--- src/rtl/dsp_mac_pipe_if.sv ---
// Operand/control beat into the MAC pipe and the P result coming back out.
// No ready signal: the pipe accepts one beat every cycle.
interface dsp_mac_pipe_if;
  logic               in_valid;
  logic signed [17:0] a;
  logic signed [17:0] b;
  logic signed [17:0] d;
  logic               use_preadd;
  logic               pre_sub;
  logic               acc_en;
  logic               acc_clr;
  logic               out_valid;
  logic signed [47:0] p;
  logic               carryout;

  modport master (
    output in_valid, a, b, d, use_preadd, pre_sub, acc_en, acc_clr,
    input  out_valid, p, carryout
  );

  modport slave (
    input  in_valid, a, b, d, use_preadd, pre_sub, acc_en, acc_clr,
    output out_valid, p, carryout
  );
endinterface

--- src/rtl/dsp_mac_pipe.sv ---
// 18x18 signed pre-add/multiply/accumulate pipe; latency IREG+MREG+PREG cycles.
// No backpressure: a beat is accepted every cycle that in_valid is high.
module dsp_mac_pipe #(
  parameter int IREG = 1,
  parameter int MREG = 1,
  parameter int PREG = 1
) (
  input  logic           clk,
  input  logic           rst_n,
  dsp_mac_pipe_if.slave  bus
);

  typedef struct packed {
    logic [17:0] a;
    logic [17:0] b;
    logic [17:0] d;
    logic        use_preadd;
    logic        pre_sub;
    logic        acc_en;
    logic        acc_clr;
  } beat_t;

  beat_t              in_beat;
  beat_t              s1_beat;
  logic               s1_vld;
  logic [17:0]        pre_sum;
  logic [17:0]        b_sel;
  logic signed [35:0] a_ext;
  logic signed [35:0] b_ext;
  logic signed [35:0] m_prod;
  logic signed [35:0] m_q;
  logic               m_vld;
  logic               m_acc_en;
  logic               m_acc_clr;
  logic [47:0]        m_ext;

  always_comb begin
    in_beat            = '0;
    in_beat.a          = bus.a;
    in_beat.b          = bus.b;
    in_beat.d          = bus.d;
    in_beat.use_preadd = bus.use_preadd;
    in_beat.pre_sub    = bus.pre_sub;
    in_beat.acc_en     = bus.acc_en;
    in_beat.acc_clr    = bus.acc_clr;
  end

  generate
    if (IREG != 0) begin : g_ireg
      always_ff @(posedge clk or negedge rst_n) begin
        if (!rst_n) begin
          s1_vld  <= 1'b0;
          s1_beat <= '0;
        end else begin
          s1_vld  <= bus.in_valid;
          s1_beat <= in_beat;
        end
      end
    end else begin : g_ireg_byp
      assign s1_vld  = bus.in_valid;
      assign s1_beat = in_beat;
    end
  endgenerate

  // Pre-adder wraps at 18 bits; operands are sign-extended so the product is exact.
  always_comb begin
    pre_sum = s1_beat.pre_sub ? (s1_beat.d - s1_beat.b) : (s1_beat.d + s1_beat.b);
    b_sel   = s1_beat.use_preadd ? pre_sum : s1_beat.b;
    a_ext   = {{18{s1_beat.a[17]}}, s1_beat.a};
    b_ext   = {{18{b_sel[17]}}, b_sel};
    m_prod  = a_ext * b_ext;
  end

  generate
    if (MREG != 0) begin : g_mreg
      always_ff @(posedge clk or negedge rst_n) begin
        if (!rst_n) begin
          m_vld     <= 1'b0;
          m_q       <= '0;
          m_acc_en  <= 1'b0;
          m_acc_clr <= 1'b0;
        end else begin
          m_vld     <= s1_vld;
          m_q       <= m_prod;
          m_acc_en  <= s1_beat.acc_en;
          m_acc_clr <= s1_beat.acc_clr;
        end
      end
    end else begin : g_mreg_byp
      assign m_vld     = s1_vld;
      assign m_q       = m_prod;
      assign m_acc_en  = s1_beat.acc_en;
      assign m_acc_clr = s1_beat.acc_clr;
    end
  endgenerate

  assign m_ext = {{12{m_q[35]}}, m_q};

  generate
    if (PREG != 0) begin : g_preg
      logic [47:0] p_q;
      logic        carry_q;
      logic        out_vld_q;
      logic [48:0] acc_sum;

      assign acc_sum = {1'b0, p_q} + {1'b0, m_ext};

      // P and carry only move on a valid beat, so bubbles leave the accumulator intact.
      always_ff @(posedge clk or negedge rst_n) begin
        if (!rst_n) begin
          p_q       <= '0;
          carry_q   <= 1'b0;
          out_vld_q <= 1'b0;
        end else begin
          out_vld_q <= m_vld;
          if (m_vld) begin
            if (m_acc_en && !m_acc_clr) begin
              {carry_q, p_q} <= acc_sum;
            end else begin
              p_q     <= m_ext;
              carry_q <= 1'b0;
            end
          end
        end
      end

      assign bus.p         = p_q;
      assign bus.carryout  = carry_q;
      assign bus.out_valid = out_vld_q;
    end else begin : g_preg_byp
      assign bus.p         = m_ext;
      assign bus.carryout  = 1'b0;
      assign bus.out_valid = m_vld;
    end
  endgenerate

endmodule
--- src/flat_wrapper.sv ---
// flat-port wrapper written by rule: the top's interface ports become plain ports
module dsp_mac_pipe_flat 
#(
  parameter int IREG = 1,
  parameter int MREG = 1,
  parameter int PREG = 1
)
  (clk, rst_n, bus_in_valid, bus_a, bus_b, bus_d, bus_use_preadd, bus_pre_sub, bus_acc_en, bus_acc_clr, bus_out_valid, bus_p, bus_carryout);
  dsp_mac_pipe_if bus_i ();
  input  logic clk;
  input  logic rst_n;
  input wire logic [$bits(bus_i.in_valid)-1:0] bus_in_valid;
  input wire logic [$bits(bus_i.a)-1:0] bus_a;
  input wire logic [$bits(bus_i.b)-1:0] bus_b;
  input wire logic [$bits(bus_i.d)-1:0] bus_d;
  input wire logic [$bits(bus_i.use_preadd)-1:0] bus_use_preadd;
  input wire logic [$bits(bus_i.pre_sub)-1:0] bus_pre_sub;
  input wire logic [$bits(bus_i.acc_en)-1:0] bus_acc_en;
  input wire logic [$bits(bus_i.acc_clr)-1:0] bus_acc_clr;
  output wire logic [$bits(bus_i.out_valid)-1:0] bus_out_valid;
  output wire logic [$bits(bus_i.p)-1:0] bus_p;
  output wire logic [$bits(bus_i.carryout)-1:0] bus_carryout;
  assign bus_i.in_valid = bus_in_valid;
  assign bus_i.a = bus_a;
  assign bus_i.b = bus_b;
  assign bus_i.d = bus_d;
  assign bus_i.use_preadd = bus_use_preadd;
  assign bus_i.pre_sub = bus_pre_sub;
  assign bus_i.acc_en = bus_acc_en;
  assign bus_i.acc_clr = bus_acc_clr;
  assign bus_out_valid = bus_i.out_valid;
  assign bus_p = bus_i.p;
  assign bus_carryout = bus_i.carryout;
  dsp_mac_pipe #(.IREG(IREG), .MREG(MREG), .PREG(PREG)) u_core (.clk(clk), .rst_n(rst_n), .bus(bus_i));
endmodule
--- config.mk ---
export PLATFORM = sky130hd
export DESIGN_NAME = dsp_mac_pipe_flat
export DESIGN_NICKNAME = d
export VERILOG_FILES = /design/src/rtl/dsp_mac_pipe_if.sv /design/src/rtl/dsp_mac_pipe.sv /design/src/flat_wrapper.sv
export SDC_FILE = /design/constraint.sdc
export NUM_CORES = 1
export LEC_CHECK = 0
export CAP_MARGIN = 10
export CORE_MARGIN = 5
export CORE_UTILIZATION = 23
export DETAILED_ROUTE_END_ITERATION = 7
export DONT_BUFFER_PORTS = 1
export PLACE_DENSITY_LB_ADDON = 0.12
export SETUP_SLACK_MARGIN = 0.2
export SLEW_MARGIN = 0
export SYNTH_ARGS = -nofsm -noshare
export SYNTH_HDL_FRONTEND = slang
export SYNTH_SLANG_ARGS = --single-unit
export TNS_END_PERCENT = 50
--- constraint.sdc ---
create_clock -name clk -period 15.03 [get_ports clk]
set_clock_uncertainty 0.15 [all_clocks]
set_input_delay 3.006 -clock clk [delete_from_list [all_inputs] [get_ports clk]]
set_output_delay 3.006 -clock clk [all_outputs]
set_load 0.02 [all_outputs]
==> run metrics, run 1 <==
status=complete, no violations; gr usage total=13.5%; final wirelength=approximately 65,000 um; final setup violation count=0; Slew headroom=approximately 23%; yosys warns=0; crit-path most repeated cell=fa_1; Area Overhead vs Synth=9.12%; clk slew on worst S/H paths=0.07 ns; CTS Buffer Depth=2; Seq cells post-synth=roughly 150; Clk Latency, worst-skew pair=~0.50 ns; achievable clock frequency=103 MHz; Tmin final=9.67 ns; CTS tree=built; row cnt=about 110; initial antenna violation count=1; CP max FO=18; commonest non-fill, non-tap cell in the layout=inv_1; vias in the first global route=~18,000; RSZ-0062 raised after global routing=no; Mapped Area=21,700 um2; met2 WL=28,600 um; CTS resizes=0; mean post-synth cell area=8.97 um2; Final Cycle Share=64.4%; net count after synthesis=between 2,000 and 3,000; Layout fillers=approximately 10,000; postcts setup bufs=0; fraction of registers with async set/reset=100%; Slew Viols, Final=0; EDFF count, synth=0; final-report hold violation count=0; Overflow after GRT=0; post-DP HPWL=51,000 um; Synth Flop Type=dfrtp_1; Reg area=3700 um2; total die area=101,000 um2; ANT nets after route=0; CORE AREA=approximately 94,000 um2; Total Nets Final=between 2,000 and 3,000; H-tree depth=4; Setup TNS=0 ns; WP data required=~15 ns; DRC errors left=0; Port Buffers=0; Inserted Clock Buffers=17; kind of critical path=register to register; Root Buffer=clkbuf_16; average vias per placed instance=~4.4; starting density of the core=23.2%; highest metal used=met5; Worst Hold Class=register to register; critical path endpoint category=register; post-synthesis sequential area ratio=approximately 17%; die outline height=between 300 and 400 um; Mapped Cells=2,422; number of I/O pins=roughly 110; Yosys top cell area share=30.5%; cts-stage hold buffer count=0; count of different cell masters after synthesis=between 80 and 90; Pre-antenna DRT Iters=5; DR vias=16,077; Place WS=4.64 ns; 1st-iter DRT viols=744; startpoint types=register; maxcap violations=0; area of the multi-input gates=16,000 um2; clock sinks=~150; post-route worst setup slack=5.36 ns; WL met1=32,400 um; GP Congestion=0.824; CP arrival=9.86 ns; post-DR wirelength/cell=18.0 um; synth top area cells=fa_1, dfrtp_1, ha_1, inv_1, nand2_1; met3 WL post-DR=3320 um; dominant cell type by area after synthesis=fa_1; worst slew pin tran=1.16 ns; slowest CP cell=or4_4; most frequent cells in the layout=inv_1, fa_1, nand2_1; first-pass GRT wire length=104,000 um; die width=317 um; Util after Layout=25.3%; largest net degree at the start of global routing=149; share of cells above drive strength 1=4.42%; worst stage delay on the critical path=about 0.58 ns
## cell usage after synthesis, types with 11 or more instances
cell type	instances
a211oi_1	16
clkbuf_1	100
a21oi_1	141
o21ai_0	42
nand3_1	31
inv_1	412
nand3b_1	11
mux2_1	13
o211ai_1	12
dfrtp_1	148
nor2b_1	45
a21o_1	54
nand4_1	17
fa_1	331
xor2_1	22
and3_1	23
o21ai_1	17
and2_1	96
nor3_1	38
nor2_1	126
ha_1	159
a31oi_1	32
o21a_1	17
or3_1	13
xnor2_1	73
mux2i_1	20
nand2_1	276
## final timing paths
check                              startpoint                  to  slack [ns]  depth (start not counted)
max                        u_core.s1_beat[28]      u_core.m_q[35]        5.36                         33
min in group asynchronous               rst_n      u_core.m_q[15]        2.06                          0
max in group asynchronous               rst_n  u_core.s1_beat[39]       12.37                          0
max reg2reg                u_core.s1_beat[28]      u_core.m_q[35]        5.36                         33
min                         u_core.s1_beat[1]     u_core.m_acc_en        0.20                          0
min reg2reg                 u_core.s1_beat[1]     u_core.m_acc_en        0.20                          0
## worst max-delay path: cells and delay by family (launching register included)
family	cells	cell delay, ns
adders and majority gates	8	3.53
AOI/OAI and AO/OA	13	2.62
and+or+nand+nor	7	2.09
DFF	1	0.41
muxes	1	0.38
xor gates and xnor gates	2	0.24
buffers and inverters	2	0.09
## layout make-up
class	instances	share of cell area [%]
clock buffer	21	1.90
multi-input combinational	1748	67.7
antenna	2	0.0211
tap	1254	6.62
inverter	414	6.55
timing repair buffer	33	1.13
sequential	148	15.6
clock inverter	11	0.496
## logic make-up after synthesis
family | share of synthesized area, %
AND/OR/NAND/NOR | 15.9
buffers and inverters | 9.31
adder cells (fa/ha/maj) | 39.6
AO/OA/AOI/OAI | 12.3
flip-flops | 17.0
XOR/XNOR | 3.90
multiplexers | 1.92
## routing by layer
metal | track usage, % | vias up
li1 | - | 7638
met1 | 19.0 | 8069
met2 | 21.1 | 310
met3 | 3.01 | 58
met4 | 3.02 | 2
met5 | 0.677 | -
## through the flow
step / hold WS [ns] / instances / area, um2
2_1_floorplan: 0.181 / 2422 / 21700
3_3_place_gp: 0.185 / 3596 / 23100
3_5_place_dp: 0.191 / 3596 / 23100
4_1_cts: 0.203 / 3628 / 23700
5_1_grt: 0.206 / 3630 / 23700
6_report: 0.200 / 3631 / 23700
## flip-flops by register name (all words and copies together), names as in the netlist, 18 cells and up
name and cells:
u_core.s1_beat 40, u_core.bus.p 48, u_core.m_q 36, u_core.a_ext 18
Power of run 1 is not shown: default switching activity piles up to over one toggle a cycle in this logic, so the estimate is an artifact.
==> run 2, diff against run 1 <==
==> constraint.sdc (replaced) <==
create_clock -name clk -period 10.1 [get_ports clk]
set_clock_uncertainty 0.15 [all_clocks]
set_input_delay 2.02 -clock clk [delete_from_list [all_inputs] [get_ports clk]]
set_output_delay 2.02 -clock clk [all_outputs]
set_load 0.02 [all_outputs]
==> run 2 against run 1 <==
  * Via count rose by 0.24%
  * Sequential share of layout area fell by 0.11 points
  * Global-route usage fell by 0.12 points
  * Final cell count up 0.52%
  * Cell area up 0.73%
  * Critical path depth increased by 1
  * Non-clock buffer count grew 16
  * Fmax is 3.0% higher
  * Die area did not move
  * Worst hold slack gained 0.0058 ns
==> run metrics, run 2 (same netlist as run 1, synthesis figures left out) <==
area of the multi-input gates=16,100 um2 (was 16,000 um2); Setup TNS=0 ns (unchanged); WP data required=10.30 ns (was 15.21 ns); RSZ-0062 raised after global routing=no (unchanged); post-DP HPWL=51,100 um (was 51,000 um); worst stage delay on the critical path=0.57 ns (was 0.58 ns); H-tree depth=4 (unchanged); CORE AREA=93,600 um2 (unchanged); crit-path most repeated cell=fa_1 (unchanged); DR vias=16,115 (was 16,077); Pre-antenna DRT Iters=4 (was 5); die outline height=317 um (unchanged); Overflow after GRT=0 (unchanged); cts-stage hold buffer count=0 (unchanged); hold-critical path endpoint=u_core.m_vld (was u_core.m_acc_en); number of I/O pins=111 (unchanged); average vias per placed instance=4.42 (was 4.43); Layout fillers=10,240 (was 10,270); CTS tree=built (unchanged); post-DR wirelength/cell=17.9 um (was 18.0 um); row cnt=112 (unchanged); gr usage total=13.3% (was 13.5%); kind of critical path=register to register (unchanged); share of cells above drive strength 1=5.43% (was 4.42%); Slew headroom=30.6% (was 22.8%); Final Cycle Share=93.0% (was 64.4%); clk slew on worst S/H paths=0.07 ns (about the same); initial antenna violation count=2 (was 1); final setup violation count=0 (unchanged); 1st-iter DRT viols=725 (was 744); maxcap violations=0 (unchanged); final wirelength=65,200 um (was 65,400 um); starting density of the core=23.2% (unchanged); hold_sp=u_core.s1_vld (was u_core.s1_beat[1]); first-pass GRT wire length=104,000 um (about the same); Total Nets Final=2,930 (was 2,913); Clk Latency, worst-skew pair=0.50 ns (about the same); Area Overhead vs Synth=9.91% (was 9.12%); hold depth=0 (unchanged); commonest non-fill, non-tap cell in the layout=inv_1 (unchanged); critical path endpoint category=register (unchanged); Root Buffer=clkbuf_16 (unchanged); ANT nets after route=0 (unchanged); startpoint types=register (unchanged); most frequent cells in the layout=inv_1, fa_1, nand2_1 (unchanged); largest net degree at the start of global routing=149 (unchanged); CP arrival=9.59 ns (was 9.86 ns); total die area=101,000 um2 (unchanged); Port Buffers=0 (unchanged); die width=317 um (unchanged); Tmin final=9.40 ns (was 9.67 ns); CP max FO=7 (was 18); DRC errors left=0 (unchanged); Worst Hold Class=register to register (unchanged); final-report hold violation count=0 (unchanged); CTS Buffer Depth=2 (unchanged); clock sinks=148 (unchanged); flop-to-flop setup slack=0.70 ns (was 5.36 ns); vias in the first global route=17,680 (was 17,529); Reg area=3700 um2 (unchanged); slowest CP cell=or4_4 (unchanged); status=complete, no violations (unchanged); worst reg2reg path depth=34 (was 33); Slew Viols, Final=0 (unchanged); worst slew pin tran=1.03 ns (was 1.16 ns); GP Congestion=0.827 (was 0.824); achievable clock frequency=106 MHz (was 103 MHz); max FFs per register=48 (unchanged); worst r2r src=u_core.s1_beat[27] (was u_core.s1_beat[28]); capture point of the worst reg-to-reg path=u_core.m_q[35] (unchanged); Inserted Clock Buffers=17 (unchanged)
-- run 2: cell count changes in the layout (fill, tap and decap cells not counted), sizes merged --
| cell | before | now |
|---|---|---|
| clkinvlp | 2 | 3 |
| diode | 2 | 4 |
| inv | 419 | 417 |
| clkbuf | 21 | 19 |
| bufinv | 1 | 2 |
| buf | 33 | 49 |
| nand2 | 277 | 278 |
| clkinv | 3 | 5 |
-- run 2: worst max-delay path: cells and delay by family (launching register included) --
family,cells,cell delay [ns]
adders and majority gates,8,3.64
xor gates and xnor gates,2,0.21
muxes,1,0.36
and+or+nand+nor,7,1.73
AOI/OAI and AO/OA,13,2.45
buffers and inverters,3,0.27
DFF,1,0.43
-- run 2: metal layers --
layer  track usage, %  up-vias  part of all wire (%)
li1                 -     7689                     -
met1             19.4     8137                    51
met2             20.8      250                    44
met3             2.54       39                   4.0
met4             2.71        0                   1.2
met5                0        -                     0
-- run 2: through the flow --
step	hold slack [ns]	utilization, %	setup slack, ns	area, um2	instances
after floorplan	0.181	-	1.25	21700	2422
after global placement	0.191	24.8	0.499	23200	3604
after detailed placement	0.190	24.8	0.436	23200	3604
after CTS	0.211	25.4	0.403	23800	3636
after global routing	0.215	25.5	0.220	23900	3647
final	0.205	25.5	0.705	23900	3650
-- run 2: what timing repair did --
action                                  4_1_cts  5_1_grt
gates resized for setup                       0        7
endpoints found under the hold margin         0        0
endpoints found under the setup margin        0        5
buffers inserted                              0        9
-- run 2: final cells by class --
class                   count  area share (%)
inverters                 414            6.51
well taps                1254            6.57
clock inverters            13           0.629
repair buffers             49            1.64
clock buffers              19            1.85
diodes                      4          0.0419
flip-flops and latches    148            15.5
multi-input cells        1749            67.2
-- run 2: worst max-delay path by stage --
stage | startpoint | to | slack [ns] | cells after the start
finish | u_core.s1_beat[27] | u_core.m_q[35] | 0.70 | 34
global route | u_core.s1_beat[28] | u_core.m_q[35] | 0.22 | 34
CTS | u_core.s1_beat[27] | u_core.m_q[35] | 0.40 | 34
detailed placement | u_core.s1_beat[27] | u_core.m_q[35] | 0.44 | 34
global placement | u_core.s1_beat[28] | u_core.m_q[35] | 0.50 | 34
floorplan | u_core.s1_beat[28] | u_core.m_q[34] | 1.25 | 33
Power of run 2 is left out for the same reason.
==> run 3, diff against run 2 <==
--- a/config.mk
+++ b/config.mk
@@ -16,4 +16,4 @@
 export SYNTH_ARGS = -nofsm -noshare
 export SYNTH_HDL_FRONTEND = slang
 export SYNTH_SLANG_ARGS = --single-unit
-export TNS_END_PERCENT = 50
+export TNS_END_PERCENT = 20
==> results of run 3 <==
The final DEF is identical to that of run 2; final timing and power are the same.
Power of run 3 is left out for the same reason.
